[config.mk]
export PLATFORM = sky130hd
export DESIGN_NAME = sim_ctrl_mmio_flat
export DESIGN_NICKNAME = d
export VERILOG_FILES = /design/src/rtl/sim_ctrl_mmio_pkg.sv /design/src/rtl/sim_ctrl_mmio_if.sv /design/src/rtl/sim_ctrl_mmio_sync_fifo.sv /design/src/rtl/sim_ctrl_mmio.sv /design/src/flat_wrapper.sv
export SDC_FILE = /design/constraint.sdc
export NUM_CORES = 1
export LEC_CHECK = 0
export CAP_MARGIN = 20
export CORE_MARGIN = 3
export CORE_UTILIZATION = 55
export CTS_CLUSTER_SIZE = 28
export DETAILED_ROUTE_END_ITERATION = 8
export DONT_BUFFER_PORTS = 1
export GPL_ROUTABILITY_DRIVEN = 0
export PLACE_DENSITY = 0.7
export SYNTH_ARGS = -nofsm -noshare
export SYNTH_HDL_FRONTEND = slang
export SYNTH_HIERARCHICAL = 1
export SYNTH_SLANG_ARGS = --single-unit
export TNS_END_PERCENT = 100
[constraint.sdc]
create_clock -name clk_i -period 2.99 [get_ports clk_i]
set_clock_uncertainty 0.1 [all_clocks]
set_input_delay 0.4485 -clock clk_i [delete_from_list [all_inputs] [get_ports clk_i]]
set_output_delay 0.4485 -clock clk_i [all_outputs]
set_load 0.005 [all_outputs]
[src/rtl/sim_ctrl_mmio_pkg.sv]
`default_nettype none
// ============================================================================
//  Module   : sim_ctrl_mmio_pkg
//  Purpose  : Shared constants for the sim-control MMIO block: default window
//             base, register word offsets, CTRL command encodings and the
//             RUN/FINI state encoding.
//  Ports    : none (package)
//  Revision : 1.0  initial release
// ============================================================================
package sim_ctrl_mmio_pkg;

  localparam logic [31:0] BASE_ADDR_DEF = 32'h4000_8000;

  // Word offsets, i.e. addr[7:2]
  localparam logic [5:0] OFF_CTRL     = 6'h00;
  localparam logic [5:0] OFF_MCYCLE   = 6'h01;
  localparam logic [5:0] OFF_MINSTRET = 6'h02;
  localparam logic [5:0] OFF_BR_PRED  = 6'h03;
  localparam logic [5:0] OFF_BR_MISP  = 6'h04;
  localparam logic [5:0] OFF_MTIME    = 6'h05;

  // CTRL command field, wdata[17:16]
  typedef enum logic [1:0] {
    CMD_NOP  = 2'b00,
    CMD_PUTC = 2'b01,
    CMD_FINI = 2'b10,
    CMD_CLR  = 2'b11
  } cmd_e;

  // Sticky finish state
  localparam logic [0:0] ST_RUN  = 1'b0;
  localparam logic [0:0] ST_FINI = 1'b1;

endpackage
`default_nettype wire

[src/rtl/sim_ctrl_mmio_if.sv]
`default_nettype none
// ============================================================================
//  Module   : sim_ctrl_mmio_if
//  Purpose  : Bundles the CPU data-bus strobes and the outgoing UART byte
//             stream of the sim-control block.
//  Signals  : dbus_addr/we/wdata/re -> responder, dbus_rdata <- responder
//             tx_valid/tx_data <- responder, tx_ready -> responder
//  Modports : master = CPU + UART side, slave = sim_ctrl_mmio
//  Revision : 1.0  initial release
// ============================================================================
interface sim_ctrl_mmio_if;
  logic [31:0] dbus_addr;
  logic        dbus_we;
  logic [31:0] dbus_wdata;
  logic        dbus_re;
  logic [31:0] dbus_rdata;
  logic        tx_valid;
  logic [7:0]  tx_data;
  logic        tx_ready;

  modport master (
    output dbus_addr, dbus_we, dbus_wdata, dbus_re, tx_ready,
    input  dbus_rdata, tx_valid, tx_data
  );

  modport slave (
    input  dbus_addr, dbus_we, dbus_wdata, dbus_re, tx_ready,
    output dbus_rdata, tx_valid, tx_data
  );
endinterface
`default_nettype wire

[src/rtl/sim_ctrl_mmio_sync_fifo.sv]
`default_nettype none
// ============================================================================
//  Module   : sync_fifo
//  Purpose  : Single-clock FIFO with full/empty flags. The head word comes
//             straight from the storage registers, so it is stable while not
//             popped. A push while full only lands if a pop happens in the
//             same cycle (pop frees the slot first).
//  Ports    : clk_i, rst_i        clock, sync active-high reset
//             push_i, data_i      write request and data
//             pop_i               read request (ignored when empty)
//             data_o              head word
//             empty_o, full_o     occupancy flags
//  Revision : 1.0  initial release
// ============================================================================
module sync_fifo #(
  parameter int DATA_W = 8,
  parameter int DEPTH  = 8
) (
  input  logic              clk_i,
  input  logic              rst_i,
  input  logic              push_i,
  input  logic [DATA_W-1:0] data_i,
  input  logic              pop_i,
  output logic [DATA_W-1:0] data_o,
  output logic              empty_o,
  output logic              full_o
);

  localparam int AW = $clog2(DEPTH);

  logic [DATA_W-1:0] mem_q [DEPTH];
  logic [AW-1:0]     wr_q, rd_q;
  logic [AW:0]       cnt_q;
  logic              pop_eff, push_eff;

  assign empty_o  = (cnt_q == '0);
  assign full_o   = (cnt_q == (AW+1)'(DEPTH));
  assign pop_eff  = pop_i && !empty_o;
  assign push_eff = push_i && (!full_o || pop_eff);
  assign data_o   = mem_q[rd_q];

  always_ff @(posedge clk_i) begin
    if (rst_i) begin
      wr_q  <= '0;
      rd_q  <= '0;
      cnt_q <= '0;
      for (int i = 0; i < DEPTH; i++) mem_q[i] <= '0;
    end else begin
      if (pop_eff) rd_q <= rd_q + AW'(1);
      if (push_eff) begin
        mem_q[wr_q] <= data_i;
        wr_q        <= wr_q + AW'(1);
      end
      case ({push_eff, pop_eff})
        2'b10:   cnt_q <= cnt_q + (AW+1)'(1);
        2'b01:   cnt_q <= cnt_q - (AW+1)'(1);
        default: cnt_q <= cnt_q;
      endcase
    end
  end

endmodule
`default_nettype wire

[src/rtl/sim_ctrl_mmio.sv]
`default_nettype none
// ============================================================================
//  Module   : sim_ctrl_mmio
//  Purpose  : Sim-control MMIO responder. Decodes putchar / finish / clear
//             stores, keeps performance counters readable by the CPU and
//             streams putchar bytes through a FIFO to a UART.
//  Ports    : clk_i, rst_i      clock, sync active-high reset
//             bus (slave)       data bus strobes + tx byte stream
//             retire_i          instruction retired this cycle
//             ctrl_tsfr_i       control transfer resolved this cycle
//             br_misp_i         that transfer was mispredicted
//             fini_o            sticky simulation-finished flag
//  Revision : 1.0  initial release
// ============================================================================
module sim_ctrl_mmio
  import sim_ctrl_mmio_pkg::*;
#(
  parameter logic [31:0] BASE_ADDR  = BASE_ADDR_DEF,
  parameter int          FIFO_DEPTH = 8
) (
  input  logic           clk_i,
  input  logic           rst_i,
  sim_ctrl_mmio_if.slave bus,
  input  logic           retire_i,
  input  logic           ctrl_tsfr_i,
  input  logic           br_misp_i,
  output logic           fini_o
);

  logic        hit, wr_ctrl, do_putc, do_fini, do_clr;
  logic [5:0]  off;
  cmd_e        cmd;
  logic        fifo_full, fifo_empty, pop;
  logic [0:0]  fin_state_q, fin_state_d;
  logic        ovf_q, ovf_d;
  logic [31:0] mtime_q, mcycle_q, minstret_q, brpred_q, brmisp_q;
  logic [31:0] mtime_d, mcycle_d, minstret_d, brpred_d, brmisp_d;
  logic [31:0] rdata_q, rdata_d;
  logic        unused_bits;

  // ---------------- decode ----------------
  assign hit     = (bus.dbus_addr[31:8] == BASE_ADDR[31:8]);
  assign off     = bus.dbus_addr[7:2];
  assign cmd     = cmd_e'(bus.dbus_wdata[17:16]);
  assign wr_ctrl = bus.dbus_we && hit && (off == OFF_CTRL);
  assign do_putc = wr_ctrl && (cmd == CMD_PUTC);
  assign do_fini = wr_ctrl && (cmd == CMD_FINI);
  assign do_clr  = wr_ctrl && (cmd == CMD_CLR);

  assign unused_bits = ^{bus.dbus_addr[1:0], bus.dbus_wdata[31:18], bus.dbus_wdata[15:8]};

  // ---------------- putchar FIFO ----------------
  assign bus.tx_valid = !fifo_empty;
  assign pop          = bus.tx_valid && bus.tx_ready;

  sync_fifo #(
    .DATA_W (8),
    .DEPTH  (FIFO_DEPTH)
  ) u_fifo (
    .clk_i   (clk_i),
    .rst_i   (rst_i),
    .push_i  (do_putc),
    .data_i  (bus.dbus_wdata[7:0]),
    .pop_i   (pop),
    .data_o  (bus.tx_data),
    .empty_o (fifo_empty),
    .full_o  (fifo_full)
  );

  // A putchar into a full FIFO is only lost if no pop frees a slot this cycle.
  assign ovf_d = !do_clr && (ovf_q || (do_putc && fifo_full && !pop));

  // ---------------- RUN -> FINI ----------------
  always_comb begin
    fin_state_d = fin_state_q;
    case (fin_state_q)
      ST_RUN:  if (do_fini) fin_state_d = ST_FINI;
      default: fin_state_d = ST_FINI;
    endcase
  end

  assign fini_o = (fin_state_q == ST_FINI);

  // ---------------- counters ----------------
  // Clear overrides both the increment and the freeze.
  assign mtime_d    = mtime_q + 32'd1;
  assign mcycle_d   = do_clr ? '0 : (fini_o ? mcycle_q   : mcycle_q   + 32'd1);
  assign minstret_d = do_clr ? '0 : (fini_o ? minstret_q : minstret_q + {31'd0, retire_i});
  assign brpred_d   = do_clr ? '0 : (fini_o ? brpred_q   : brpred_q   + {31'd0, ctrl_tsfr_i});
  assign brmisp_d   = do_clr ? '0 : (fini_o ? brmisp_q   : brmisp_q   + {31'd0, ctrl_tsfr_i & br_misp_i});

  // ---------------- read mux (pre-update values) ----------------
  always_comb begin
    rdata_d = '0;
    if (bus.dbus_re && hit) begin
      case (off)
        OFF_CTRL:     rdata_d = {26'd0, ovf_q, fifo_full, fifo_empty, fini_o, 2'b00};
        OFF_MCYCLE:   rdata_d = mcycle_q;
        OFF_MINSTRET: rdata_d = minstret_q;
        OFF_BR_PRED:  rdata_d = brpred_q;
        OFF_BR_MISP:  rdata_d = brmisp_q;
        OFF_MTIME:    rdata_d = mtime_q;
        default:      rdata_d = '0;
      endcase
    end
  end

  assign bus.dbus_rdata = rdata_q;

  always_ff @(posedge clk_i) begin
    if (rst_i) begin
      fin_state_q <= ST_RUN;
      ovf_q       <= 1'b0;
      mtime_q     <= '0;
      mcycle_q    <= '0;
      minstret_q  <= '0;
      brpred_q    <= '0;
      brmisp_q    <= '0;
      rdata_q     <= '0;
    end else begin
      fin_state_q <= fin_state_d;
      ovf_q       <= ovf_d;
      mtime_q     <= mtime_d;
      mcycle_q    <= mcycle_d;
      minstret_q  <= minstret_d;
      brpred_q    <= brpred_d;
      brmisp_q    <= brmisp_d;
      rdata_q     <= rdata_d;
    end
  end

endmodule
`default_nettype wire
[src/flat_wrapper.sv]
// flat-port wrapper written by rule: the top's interface ports become plain ports
module sim_ctrl_mmio_flat import sim_ctrl_mmio_pkg::*;
#(
  parameter logic [31:0] BASE_ADDR  = BASE_ADDR_DEF,
  parameter int          FIFO_DEPTH = 8
)
  (clk_i, rst_i, retire_i, ctrl_tsfr_i, br_misp_i, fini_o, bus_dbus_addr, bus_dbus_we, bus_dbus_wdata, bus_dbus_re, bus_tx_ready, bus_dbus_rdata, bus_tx_valid, bus_tx_data);
  sim_ctrl_mmio_if bus_i ();
  input  logic clk_i;
  input  logic rst_i;
  input  logic retire_i;
  input  logic ctrl_tsfr_i;
  input  logic br_misp_i;
  output logic fini_o;
  input wire logic [$bits(bus_i.dbus_addr)-1:0] bus_dbus_addr;
  input wire logic [$bits(bus_i.dbus_we)-1:0] bus_dbus_we;
  input wire logic [$bits(bus_i.dbus_wdata)-1:0] bus_dbus_wdata;
  input wire logic [$bits(bus_i.dbus_re)-1:0] bus_dbus_re;
  input wire logic [$bits(bus_i.tx_ready)-1:0] bus_tx_ready;
  output wire logic [$bits(bus_i.dbus_rdata)-1:0] bus_dbus_rdata;
  output wire logic [$bits(bus_i.tx_valid)-1:0] bus_tx_valid;
  output wire logic [$bits(bus_i.tx_data)-1:0] bus_tx_data;
  assign bus_i.dbus_addr = bus_dbus_addr;
  assign bus_i.dbus_we = bus_dbus_we;
  assign bus_i.dbus_wdata = bus_dbus_wdata;
  assign bus_i.dbus_re = bus_dbus_re;
  assign bus_i.tx_ready = bus_tx_ready;
  assign bus_dbus_rdata = bus_i.dbus_rdata;
  assign bus_tx_valid = bus_i.tx_valid;
  assign bus_tx_data = bus_i.tx_data;
  sim_ctrl_mmio #(.BASE_ADDR(BASE_ADDR), .FIFO_DEPTH(FIFO_DEPTH)) u_core (.clk_i(clk_i), .rst_i(rst_i), .bus(bus_i), .retire_i(retire_i), .ctrl_tsfr_i(ctrl_tsfr_i), .br_misp_i(br_misp_i), .fini_o(fini_o));
endmodule
# [Word-level counts from Yosys, hierarchy flattened]
# Memories as Yosys holds them, arrays and structs flattened. A register that Yosys moved wholly into a read port is not among the register bits.
# Index checks and enable logic that the tools add are counted.
[classes] add_sub_neg=9 eq_ne=12 n_mux=14 n_bitwise=2 n_reduce_logical=24
[ops] op="case mux 32 bit (6 select lines)" n=1
[ops] op="adder 32 x 1 -> 32 bit" n=3
[ops] op="adder 32 x 1 -> 32 bit, second input constant" n=2
[ops] op="equality test 24 x 23 -> 1 bit, second input constant" n=1
[ops] op="equality test 6 x 2 -> 1 bit, second input constant" n=2
[ops] op="equality test 6 x 3 -> 1 bit, second input constant" n=2
[ops] op="logical AND 1 bit" n=12
[ops] op="2-to-1 mux 3 bit" n=3
[ops] op="2-to-1 mux 1 bit" n=8
[ops] op="2-to-1 mux 8 bit" n=1
[ops] op="case mux 4 bit (2 select lines)" n=1
[ops] op="OR reduction 8 bit" n=1
[ops] op="adder 3 x 1 -> 3 bit, second input constant" n=2
[ops] op="equality test 2 bit, second input constant" n=3
[ops] op="equality test 6 x 1 -> 1 bit, second input constant" n=1
[ops] op="logical NOT 6 bit" n=1
[ops] op="adder 4 x 1 -> 4 bit, second input constant" n=1
[ops] op="equality test 2 x 1 -> 1 bit, second input constant" n=2
[ops] op="equality test 4 bit, second input constant" n=1
[ops] op="logical NOT 1 bit" n=4
[ops] op="logical NOT 4 bit" n=1
[ops] op="OR reduction 2 bit" n=2
[ops] op="subtractor 4 x 1 -> 4 bit, second input constant" n=1
[ops] op="logical OR 1 bit" n=2
[ops] op="3 further kinds" n=3
[totals] reg_bits=204 mem_bits_rw=64 in_bits=72 out_inout_bits=42 wordCells=73 memories=1
[memory_table] memory="u_core.u_fifo.mem_q" depth=8 width=8 read_ports=1 rd_clocked_by_memory_dff=1 wr=8 line_no="sim_ctrl_mmio_sync_fifo.sv:31" source="logic [DATA_W-1:0] mem_q [DEPTH];"

# [Depth between registers and ports, before layout]
# Gate-level depths: netlist of run 1.
[logic_depth] depth_word=11 depth_mapped=12 mapped_depth_nobuf=11

# [By module]
# Netlist of run 1, hierarchy kept.
[by_module_without_submodules] module="sim_ctrl_mmio" n_inst=1 cells_each=1081 area_per_inst_um2=9591.7 seq_area_each_um2=3883.7
[by_module_without_submodules] module="sync_fifo" n_inst=1 cells_each=273 area_per_inst_um2=3589.7 seq_area_each_um2=2182.1

# [Worst setup path after synthesis of run 1]
# Ideal clock, no wire load.
[synth_path] kind="input-to-reg" start="input bus_dbus_addr[5]" end="register u_core.u_fifo.cnt_q[3]" setup_ps=64 arrival_time_ps=2638 t_required_ps=2826 setup_slack_ps=188 stages=11 n_path_buf=1 path_cell_list="nor4_4 nand3_1 nor4_1 clkbuf_1 or2_2 inv_1 ha_1 a21oi_1 nand2_1 or3_1 nand4_1"
[synth_between] elab_chain_len=6 word_cells_on_any_way=8 classes_between="2 x eq/ne; 1 x mux; 5 x reduce/logical"
[synth_lines] item="start: declaration" line_no="flat_wrapper.sv:15" source="input wire logic [$bits(bus_i.dbus_addr)-1:0] bus_dbus_addr;"
[synth_lines] item="logical NOT 6 bit (*)" line_no="sim_ctrl_mmio.sv:45" source="assign wr_ctrl = bus.dbus_we && hit && (off == OFF_CTRL);"
[synth_lines] item="logical AND 1 bit (*)" line_no="sim_ctrl_mmio.sv:45"
[synth_lines] item="logical AND 1 bit (*)" line_no="sim_ctrl_mmio.sv:46" source="assign do_putc = wr_ctrl && (cmd == CMD_PUTC);"
[synth_lines] item="net u_core.do_putc" line_no="sim_ctrl_mmio.sv:30" source="logic hit, wr_ctrl, do_putc, do_fini, do_clr;"
[synth_lines] item="logical AND 1 bit (*)" line_no="sim_ctrl_mmio_sync_fifo.sv:39" source="assign push_eff = push_i && (!full_o || pop_eff);"
[synth_lines] item="equality test 2 x 1 -> 1 bit or equality test 2 bit (tied branches)" line_no="sim_ctrl_mmio_sync_fifo.sv:54" source="case ({push_eff, pop_eff})"
[synth_lines] item="case mux 4 bit (2 select lines) or nonzero test 2 bit (tied branches)"
[synth_lines] item="end signal: assignment" line_no="sim_ctrl_mmio_sync_fifo.sv:55" source="2'b10: cnt_q <= cnt_q + (AW+1)'(1);"
[synth_lines] item="end signal: assignment" line_no="sim_ctrl_mmio_sync_fifo.sv:56" source="2'b01: cnt_q <= cnt_q - (AW+1)'(1);"
[synth_lines] item="end signal: assignment" line_no="sim_ctrl_mmio_sync_fifo.sv:57" source="default: cnt_q <= cnt_q;"
[synth_lines] item="end: declaration" line_no="sim_ctrl_mmio_sync_fifo.sv:33" source="logic [AW:0] cnt_q;"
# Mark *: on every way through the listed nets, which the timed path passes. The rest lies on a longest branch.
# A chain may end at the register's enable or synchronous reset.

# [Final worst setup path of run 1]
[layout_path] start="register u_core.u_fifo.cnt_q[1]" end="register u_core.u_fifo.cnt_q[3]"
[layout_between] elab_chain_len=8 word_cells_on_any_way=14 classes_between="2 x add/sub; 3 x eq/ne; 1 x mux; 8 x reduce/logical"
[layout_lines] item="logical NOT 4 bit (*)" line_no="sim_ctrl_mmio_sync_fifo.sv:36" source="assign empty_o = (cnt_q == '0);"
[layout_lines] item="net u_core.fifo_empty" line_no="sim_ctrl_mmio.sv:33" source="logic fifo_full, fifo_empty, pop;"
[layout_lines] item="logical NOT 1 bit (*)" line_no="sim_ctrl_mmio.sv:53" source="assign bus.tx_valid = !fifo_empty;"
[layout_lines] item="logical AND 1 bit (*)" line_no="sim_ctrl_mmio.sv:54" source="assign pop = bus.tx_valid && bus.tx_ready;"
[layout_lines] item="net u_core.pop" line_no="sim_ctrl_mmio.sv:33"
[layout_lines] item="logical AND 1 bit (*)" line_no="sim_ctrl_mmio_sync_fifo.sv:38" source="assign pop_eff = pop_i && !empty_o;"
[layout_lines] item="logical OR 1 bit" line_no="sim_ctrl_mmio_sync_fifo.sv:39"
[layout_lines] item="logical AND 1 bit" line_no="sim_ctrl_mmio_sync_fifo.sv:39"
[layout_lines] item="equality test 2 x 1 -> 1 bit or equality test 2 bit (tied branches)" line_no="sim_ctrl_mmio_sync_fifo.sv:54"
[layout_lines] item="case mux 4 bit (2 select lines) or nonzero test 2 bit (tied branches)"
# Marked as above.

==> results of run 1 <==
cells by family after synthesis:
| group | count (synthesis) | synth area share |
|---|---|---|
| compound gates | 283 | 0.1449 |
| mux | 69 | 0.07242 |
| xor+xnor | 68 | 0.04518 |
| flops | 271 | 0.4602 |
| simple gates | 529 | 0.2246 |
| buf+inv | 121 | 0.03977 |
| fa+ha+maj | 13 | 0.01291 |
metrics by stage:
stage / hold slack [ns] / area (sq um) / cells / total power, W / util
6_report: 0.02436 / 14480 / 1662 / 0.007830 / 0.6149
3_3_place_gp: 0.3283 / 13450 / 1606 / 0.004185 / 0.5713
2_1_floorplan: 0.3225 / 13180 / 1354 / 0.004135 / -
5_1_grt: 0.03098 / 14480 / 1662 / 0.008081 / 0.6149
4_1_cts: 0.01234 / 14480 / 1662 / 0.007886 / 0.6149
3_5_place_dp: 0.3361 / 13450 / 1606 / 0.004194 / 0.5713
layout make-up:
class                   count  area [sq um]  share of cell area
multi-input cells         962          6620              0.4573
flip-flops and latches    271          6066              0.4190
clock buffers              31         743.2             0.05134
well taps                 319         399.1             0.02757
repair buffers             32         305.3             0.02109
clock inverters            23         252.7             0.01746
inverters                  24         90.09            0.006223
synth_stat cells, types with 3 or more instances:
| cell | n |
|---|---|
| sky130_fd_sc_hd__inv_1 | 24 |
| sky130_fd_sc_hd__and4_1 | 22 |
| sky130_fd_sc_hd__or3_1 | 34 |
| sky130_fd_sc_hd__buf_1 | 5 |
| sky130_fd_sc_hd__edfxtp_1 | 64 |
| sky130_fd_sc_hd__nor4b_1 | 3 |
| sky130_fd_sc_hd__or2_2 | 3 |
| sky130_fd_sc_hd__o21ai_0 | 32 |
| sky130_fd_sc_hd__nor2b_1 | 13 |
| sky130_fd_sc_hd__and3_1 | 11 |
| sky130_fd_sc_hd__a21oi_1 | 86 |
| sky130_fd_sc_hd__nand4_1 | 47 |
| sky130_fd_sc_hd__a222oi_1 | 4 |
| sky130_fd_sc_hd__a2bb2oi_1 | 28 |
| sky130_fd_sc_hd__or4_1 | 55 |
| sky130_fd_sc_hd__nand4b_1 | 4 |
| sky130_fd_sc_hd__nand4_2 | 3 |
| sky130_fd_sc_hd__a22oi_1 | 28 |
| sky130_fd_sc_hd__and2_1 | 5 |
| sky130_fd_sc_hd__and4b_1 | 3 |
| sky130_fd_sc_hd__mux2_2 | 10 |
| sky130_fd_sc_hd__ha_1 | 12 |
| sky130_fd_sc_hd__or4b_1 | 5 |
| sky130_fd_sc_hd__buf_2 | 20 |
| sky130_fd_sc_hd__mux4_2 | 20 |
| sky130_fd_sc_hd__a21o_1 | 3 |
| sky130_fd_sc_hd__clkbuf_1 | 66 |
| sky130_fd_sc_hd__and3b_1 | 5 |
| sky130_fd_sc_hd__xor2_1 | 38 |
| sky130_fd_sc_hd__nor3_1 | 4 |
| sky130_fd_sc_hd__buf_6 | 6 |
| sky130_fd_sc_hd__nand2_1 | 68 |
| sky130_fd_sc_hd__a31o_2 | 4 |
| sky130_fd_sc_hd__nor2_1 | 162 |
| sky130_fd_sc_hd__a211oi_1 | 29 |
| sky130_fd_sc_hd__nand3_1 | 48 |
| sky130_fd_sc_hd__dfxtp_1 | 207 |
| sky130_fd_sc_hd__mux2i_1 | 38 |
| sky130_fd_sc_hd__nor4_1 | 17 |
| sky130_fd_sc_hd__o31ai_1 | 53 |
| sky130_fd_sc_hd__xnor2_1 | 30 |
| sky130_fd_sc_hd__or4_4 | 3 |
sequential cells by signal, indices dropped and copies added, names as in the netlist, named ones only:
signal and flops:
u_core/u_fifo/mem_q 64, u_core/brmisp_q 32, u_core/brpred_q 32, u_core/bus.dbus_rdata 32, u_core/mcycle_q 32, u_core/minstret_q 32
u_core/mtime_q 32, u_core/u_fifo/cnt_q 4, u_core/u_fifo/rd_q 3, u_core/u_fifo/wr_q 3, u_core/fini_o 1, u_core/ovf_q 1
power groups by stage:
stage | combinational, W | sequential, W | clock [W]
2_1_floorplan | 0.000231 | 0.00390 | 0
3_3_place_gp | 0.000271 | 0.00391 | 0
6_report | 0.000293 | 0.00384 | 0.00370
5_1_grt | 0.000322 | 0.00384 | 0.00392
3_5_place_dp | 0.000277 | 0.00392 | 0
4_1_cts | 0.000292 | 0.00384 | 0.00376
final timing paths:
kind / endpoint / startpoint / cells past startpoint
worst max-delay path: u_core/u_fifo/cnt_q[3] / u_core/u_fifo/cnt_q[1] / 11
worst min-delay path: u_core/u_fifo/cnt_q[3] / rst_i / 2
worst max register to register: u_core/u_fifo/cnt_q[3] / u_core/u_fifo/cnt_q[1] / 11
worst min register to register: u_core/ovf_q / u_core/ovf_q / 2
layer usage:
| layer | part of all wire | vias to the layer above |
|---|---|---|
| met1 | 0.45 | 5140 |
| met5 | 0.00049 | - |
| li1 | - | 5048 |
| met2 | 0.46 | 336 |
| met3 | 0.066 | 67 |
| met4 | 0.026 | 2 |
repair_timing:
item	CTS	global route
endpoints found under the hold margin	41	0
endpoints found under the setup margin	0	0
hold buffers	2	0
==> qor.json, run 1 <==
{
  "layout": {
    "layout.cells.most_common_list": "sky130_fd_sc_hd__dfxtp_1 (207), sky130_fd_sc_hd__nor2_1 (162), sky130_fd_sc_hd__a21oi_1 (86)",
    "drive_gt1_frac": 0.1020,
    "n_antenna_cell": 0,
    "layout.filler_cells": 1979,
    "final_net_count": 1405,
    "syn2layout_area_growth_pct": 9.825,
    "layout_commonest_cell": "sky130_fd_sc_hd__dfxtp_1"
  },
  "run": {
    "total_of_max_cap_violations": 0
  },
  "power_and_ir_drop": {
    "static-leakage-power_nw": 4.598,
    "power.sequential.fraction": 0.490,
    "netSwitchingFraction": 0.2214,
    "power_density_over_the_cells_nw_per_um2": 540.9,
    "intPower_w": 0.006097,
    "power.clock.fraction": 0.473,
    "worst_ir_drop_vdd_mv": 0.4960,
    "pwr-share-comb": 0.037,
    "p_sw_w": 0.001734
  },
  "synth": {
    "postSynthNetCount": 1439,
    "yosysWarnings": 6,
    "yosys.cell_types.count": 68,
    "synth.avg_cell_area_sq_um": 9.735,
    "synthesis.area_sq_um": 13180,
    "yosysTopAreaCell": "sky130_fd_sc_hd__dfxtp_1",
    "post_synth_inst_count": 1354,
    "postSynth.topFlopCell": "sky130_fd_sc_hd__dfxtp_1",
    "synth_edf_count": 64,
    "seq_cells_post_synth": 271,
    "ys_async_sr_fraction": 0,
    "synthTopCellsByArea": "sky130_fd_sc_hd__dfxtp_1 (31%), sky130_fd_sc_hd__edfxtp_1 (15%), sky130_fd_sc_hd__nor2_1 (4.6%)",
    "netlist.area_leader.share": 0.3144,
    "yosysSeqAreaShare": 0.4602
  },
  "grt": {
    "grt.total_usage": 0.2509,
    "met1_usage": 0.3532,
    "grt-busiest-layer": "met2",
    "grt.overflow.total": 0,
    "global_route_wire_length_before_repair_mm": 53.34,
    "via_count_of_the_first_global_routing_pass": 9966,
    "grtUsageMet3": 0.04411,
    "gr-usage-met2": 0.4017,
    "grt_start_max_net_pins": 47,
    "number_of_antenna_violations_at_the_first_check_in_global_routing": 1
  },
  "floorplan": {
    "die_area_sq_um": 25860,
    "die_h_microns": 160.8,
    "core-area_sq_um": 23540,
    "floorplan.initialDensity": 0.5599,
    "rows": 56,
    "floorplan.die.width_microns": 160.8,
    "ios": 114
  },
  "setup_path": {
    "critPathLaunchType": "flop",
    "worst_ep_arrival_time_ns": 3.14,
    "worst_setup_path_category": "flop to flop",
    "cp_slowest_stage_delay_ns": 0.43,
    "rrSetupSlack_ns": 0.24,
    "worst_ep_required_time_ns": 3.38,
    "critical_path.top_delay_family": "simple AND/OR/NAND/NOR gates",
    "crit_path_cell_trace": "or3_4 -> nor2_1 -> nor2b_1 -> o21ai_0 -> or2_2 -> inv_1 -> ha_1 -> a21oi_1 -> nand2_1 -> or3_1 -> nand4_1",
    "cp_slowest_cell": "sky130_fd_sc_hd__or3_4",
    "buffers_inverters_on_critical_path": 1,
    "path_max_fanout": 6,
    "critPathCaptureType": "flop"
  },
  "placed_design": {
    "place_hpwl_mm": 22.26,
    "port_buffers": 0,
    "pre_cts_ws_ns": 0.1002
  },
  "detailed_routing": {
    "vias": 10590,
    "drc": 0,
    "drt_first_iter_violations": 1124,
    "drt_first_pass_iters": 5,
    "drtAntennaViolNets": 0,
    "wl_per_cell_microns": 19.79,
    "post_drt_via_cell_ratio": 6.374,
    "postRouteWirelength_mm": 32.88
  },
  "cts": {
    "clock_tree.root_cell": "sky130_fd_sc_hd__clkbuf_16",
    "cts_resized": 0,
    "setup_fix_bufs_post_cts": 0,
    "ctsLongestPathBuffers": 3,
    "cts_tree": "built",
    "clk-insertion-delay-late_ns": 0.55,
    "cts.reportedPaths.clkPinSlew_ns": 0.06,
    "cts-buffers-inserted": 29,
    "cts_htree_levels": 1,
    "clock_sink_count": 271
  },
  "sta": {
    "final_tns_setup_ns": 0,
    "maximum_clock_frequency_mhz": 363.6,
    "setup_viol": 0,
    "timing.max_slew.rel_slack": 0.3863,
    "grt_setup_unrepaired": "no",
    "worst_slack_ns": 0.2397,
    "timing_hold_violations_final": 0,
    "finalWorstPathRequiredPeriod_ns": 2.750,
    "drv_slew": 0,
    "timing_worst_slew_pin_value_ns": 0.9156,
    "final_min_period_over_clock_period": 0.9198
  },
  "min_path": {
    "hold_path.class": "input pin to flop"
  },
  "status": {
    "outcome": "finished, final reports clean"
  }
}
Power figures use the tool's default switching activity.
==> run 2: changes to the inputs <==
- CTS_BUF_LIST: unset -> sky130_fd_sc_hd__clkbuf_4 sky130_fd_sc_hd__clkbuf_8 sky130_fd_sc_hd__clkbuf_16
==> run 2 against run 1 <==
Clock power hardly changed. Global-route usage unchanged. Power grew 0.15%. Final cell count is the same. Worst hold slack barely moved. Critical path depth did not move. Flip-flop and latch count did not move. Critical endpoint unchanged.
==> qor.json, run 2 (synthesis results as in run 1) <==
{
  "sta": {
    "finalWorstPathRequiredPeriod": {"value": 2.750, "unit": "ns", "change": "+0.000001000 ns"},
    "final_tns_setup": {"value": 0, "unit": "ns", "change": "unchanged"},
    "final_min_period_over_clock_period": {"value": 0.9198, "change": "about the same"},
    "setup_viol": {"value": 0, "change": "unchanged"},
    "timing.max_slew.rel_slack": {"value": 0.3908, "change": "+0.004501"},
    "timing_hold_violations_final": {"value": 0, "change": "unchanged"},
    "worst_slack": {"value": 0.2397, "unit": "ns", "change": "-0.000001000 ns"},
    "timing_worst_slew_pin_value": {"value": 0.9089, "unit": "ns", "change": "-0.006716 ns"},
    "drv_slew": {"value": 0, "change": "unchanged"},
    "maximum_clock_frequency": {"value": 363.6, "unit": "MHz", "change": "unchanged"},
    "grt_setup_unrepaired": "no"
  },
  "cts": {
    "clk-insertion-delay-late": {"value": 0.55, "unit": "ns", "change": "about the same"},
    "cts-buffers-inserted": {"value": 29, "change": "unchanged"},
    "cts.reportedPaths.clkPinSlew": {"value": 0.06, "unit": "ns", "change": "about the same"},
    "clock_sink_count": {"value": 271, "change": "unchanged"},
    "cts_tree": "built",
    "ctsLongestPathBuffers": {"value": 3, "change": "unchanged"},
    "cts_htree_levels": {"value": 1, "change": "unchanged"},
    "clock_tree.root_cell": "sky130_fd_sc_hd__clkbuf_16"
  },
  "setup_path": {
    "critPathLaunchType": "flop",
    "crit_path_start": "u_core/u_fifo/cnt_q[1]",
    "buffers_inverters_on_critical_path": {"value": 1, "change": "unchanged"},
    "critical_path.top_delay_family": "simple AND/OR/NAND/NOR gates",
    "ff2ff_path_depth": {"value": 11, "change": "unchanged"},
    "path_max_fanout": {"value": 6, "change": "unchanged"},
    "critPathCaptureType": "flop",
    "cp_slowest_stage_delay": {"value": 0.43, "unit": "ns", "change": "about the same"},
    "worst_setup_path_category": "flop to flop",
    "worst_ep_arrival_time": {"value": 3.14, "unit": "ns", "change": "about the same"},
    "cp_slowest_cell": "sky130_fd_sc_hd__or3_4",
    "crit-reg2reg-launch": "u_core/u_fifo/cnt_q[1]",
    "worst_ep_required_time": {"value": 3.38, "unit": "ns", "change": "about the same"},
    "rr_endpoint": "u_core/u_fifo/cnt_q[3]",
    "crit_path_cell_trace": "or3_4 -> nor2_1 -> nor2b_1 -> o21ai_0 -> or2_2 -> inv_1 -> ha_1 -> a21oi_1 -> nand2_1 -> or3_1 -> nand4_1",
    "rrSetupSlack": {"value": 0.24, "unit": "ns", "change": "about the same"}
  },
  "grt": {
    "grt_start_max_net_pins": {"value": 47, "change": "unchanged"},
    "grt.overflow.total": {"value": 0, "change": "unchanged"},
    "grt.total_usage": {"value": 0.2509, "change": "unchanged"},
    "via_count_of_the_first_global_routing_pass": {"value": 9966, "change": "unchanged"},
    "global_route_wire_length_before_repair": {"value": 53.34, "unit": "mm", "change": "unchanged"},
    "number_of_antenna_violations_at_the_first_check_in_global_routing": {"value": 1, "change": "unchanged"}
  },
  "placed_design": {
    "postPlaceCellArea": {"value": 13450, "unit": "sq um", "change": "unchanged"},
    "port_buffers": {"value": 0, "change": "unchanged"},
    "place_hpwl": {"value": 22.26, "unit": "mm", "change": "unchanged"},
    "pre_cts_ws": {"value": 0.1002, "unit": "ns", "change": "unchanged"}
  },
  "layout": {
    "final_net_count": {"value": 1405, "change": "unchanged"},
    "n_antenna_cell": {"value": 0, "change": "unchanged"},
    "fin_area": {"value": 14480, "unit": "sq um", "change": "about the same"},
    "largest_register": "u_core/u_fifo/mem_q",
    "layout.cells.most_common_list": "sky130_fd_sc_hd__dfxtp_1 (207), sky130_fd_sc_hd__nor2_1 (162), sky130_fd_sc_hd__a21oi_1 (86)",
    "drive_gt1_frac": {"value": 0.1028, "change": "+0.0007446"},
    "largest_reg_flops": {"value": 64, "change": "unchanged"},
    "layout_commonest_cell": "sky130_fd_sc_hd__dfxtp_1",
    "final_core_util": {"value": 0.6151, "change": "about the same"},
    "syn2layout_area_growth": {"value": 9.853, "unit": "%", "change": "about the same"}
  },
  "power_and_ir_drop": {
    "p_sw": {"value": 0.001737, "unit": "W", "change": "+0.17%"},
    "worst_ir_drop_vdd": {"value": 0.4960, "unit": "mV", "change": "about the same"},
    "pwr-share-comb": {"value": 0.037, "change": "about the same"},
    "power.clock.fraction": {"value": 0.473, "change": "about the same"},
    "power_density_over_the_cells": {"value": 541.6, "unit": "nW/um^2", "change": "+0.13%"},
    "static-leakage-power": {"value": 4.602, "unit": "nW", "change": "about the same"},
    "intPower": {"value": 0.006106, "unit": "W", "change": "+0.15%"},
    "power.sequential.fraction": {"value": 0.489, "change": "about the same"},
    "netSwitchingFraction": {"value": 0.2214, "change": "about the same"}
  },
  "floorplan": {
    "floorplan.die.width": {"value": 160.8, "unit": "microns", "change": "unchanged"},
    "die_area": {"value": 25860, "unit": "sq um", "change": "unchanged"},
    "floorplan.initialDensity": {"value": 0.5599, "change": "unchanged"},
    "rows": {"value": 56, "change": "unchanged"},
    "ios": {"value": 114, "change": "unchanged"},
    "die_h": {"value": 160.8, "unit": "microns", "change": "unchanged"},
    "core-area": {"value": 23540, "unit": "sq um", "change": "unchanged"}
  },
  "detailed_routing": {
    "post_drt_via_cell_ratio": {"value": 6.353, "change": "-0.33%"},
    "vias": {"value": 10560, "change": "-0.33%"},
    "drtAntennaViolNets": {"value": 0, "change": "unchanged"},
    "postRouteWirelength": {"value": 32.86, "unit": "mm", "change": "about the same"},
    "drt_first_iter_violations": {"value": 1138, "change": "+1.2%"},
    "wl_per_cell": {"value": 19.77, "unit": "microns", "change": "about the same"},
    "drt_first_pass_iters": {"value": 6, "change": "+1"},
    "drc": {"value": 0, "change": "unchanged"}
  },
  "min_path": {
    "holdPathStages": {"value": 2, "change": "unchanged"},
    "hold_path.class": "input pin to flop",
    "timing.hold.worst.start": "rst_i",
    "hold_end": "u_core/u_fifo/cnt_q[3]"
  },
  "run": {
    "total_of_max_cap_violations": {"value": 0, "change": "unchanged"}
  },
  "status": {
    "outcome": "finished, final reports clean"
  }
}
## run 2: worst max-delay path by stage
stage / endpoint / depth (start not counted) / slack (ns)
after detailed placement: u_core/u_fifo/cnt_q[3] / 10 / 0.10
after global placement: u_core/u_fifo/cnt_q[3] / 10 / 0.13
after CTS: u_core/u_fifo/cnt_q[3] / 11 / 0.23
after floorplan: u_core/u_fifo/cnt_q[3] / 11 / 0.19
final: u_core/u_fifo/cnt_q[3] / 11 / 0.24
after global routing: u_core/u_fifo/cnt_q[3] / 11 / 0.05
## run 2: power by group through the flow
stage	Combinational [W]	Clock (W)	Sequential [W]
floorplan	0.000231	0	0.00390
global placement	0.000271	0	0.00391
detailed placement	0.000277	0	0.00392
CTS	0.000292	0.00377	0.00384
global route	0.000322	0.00393	0.00384
finish	0.000293	0.00371	0.00384
## run 2: stage by stage
stage / cells / total power [W] / hold WS, ns
CTS: 1662 / 0.007896 / 0.01234
global placement: 1606 / 0.004185 / 0.3283
finish: 1662 / 0.007842 / 0.02407
floorplan: 1354 / 0.004135 / 0.3225
detailed placement: 1606 / 0.004194 / 0.3361
global route: 1662 / 0.008090 / 0.03098
## run 2: layer usage
layer	wire length, microns	share of wire	track usage
met1	14680	0.45	0.3532
met2	15140	0.46	0.4017
met3	2167	0.066	0.04411
met4	854	0.026	0.06922
met5	16	0.00049	0
## run 2: area by class of cell
type,instances,area [sq um]
inverters,24,90.09
multi-input cells,962,6620
clock buffers,31,747.0
well taps,319,399.1
clock inverters,23,252.7
flip-flops and latches,271,6066
fillers,1980,9062
repair buffers,32,305.3
## run 2: repair_timing
action	CTS	global route
buffers inserted	0	0
resized for setup	0	0
setup endpoints to repair	0	0
hold buffers	2	0
endpoints found under the hold margin	41	0
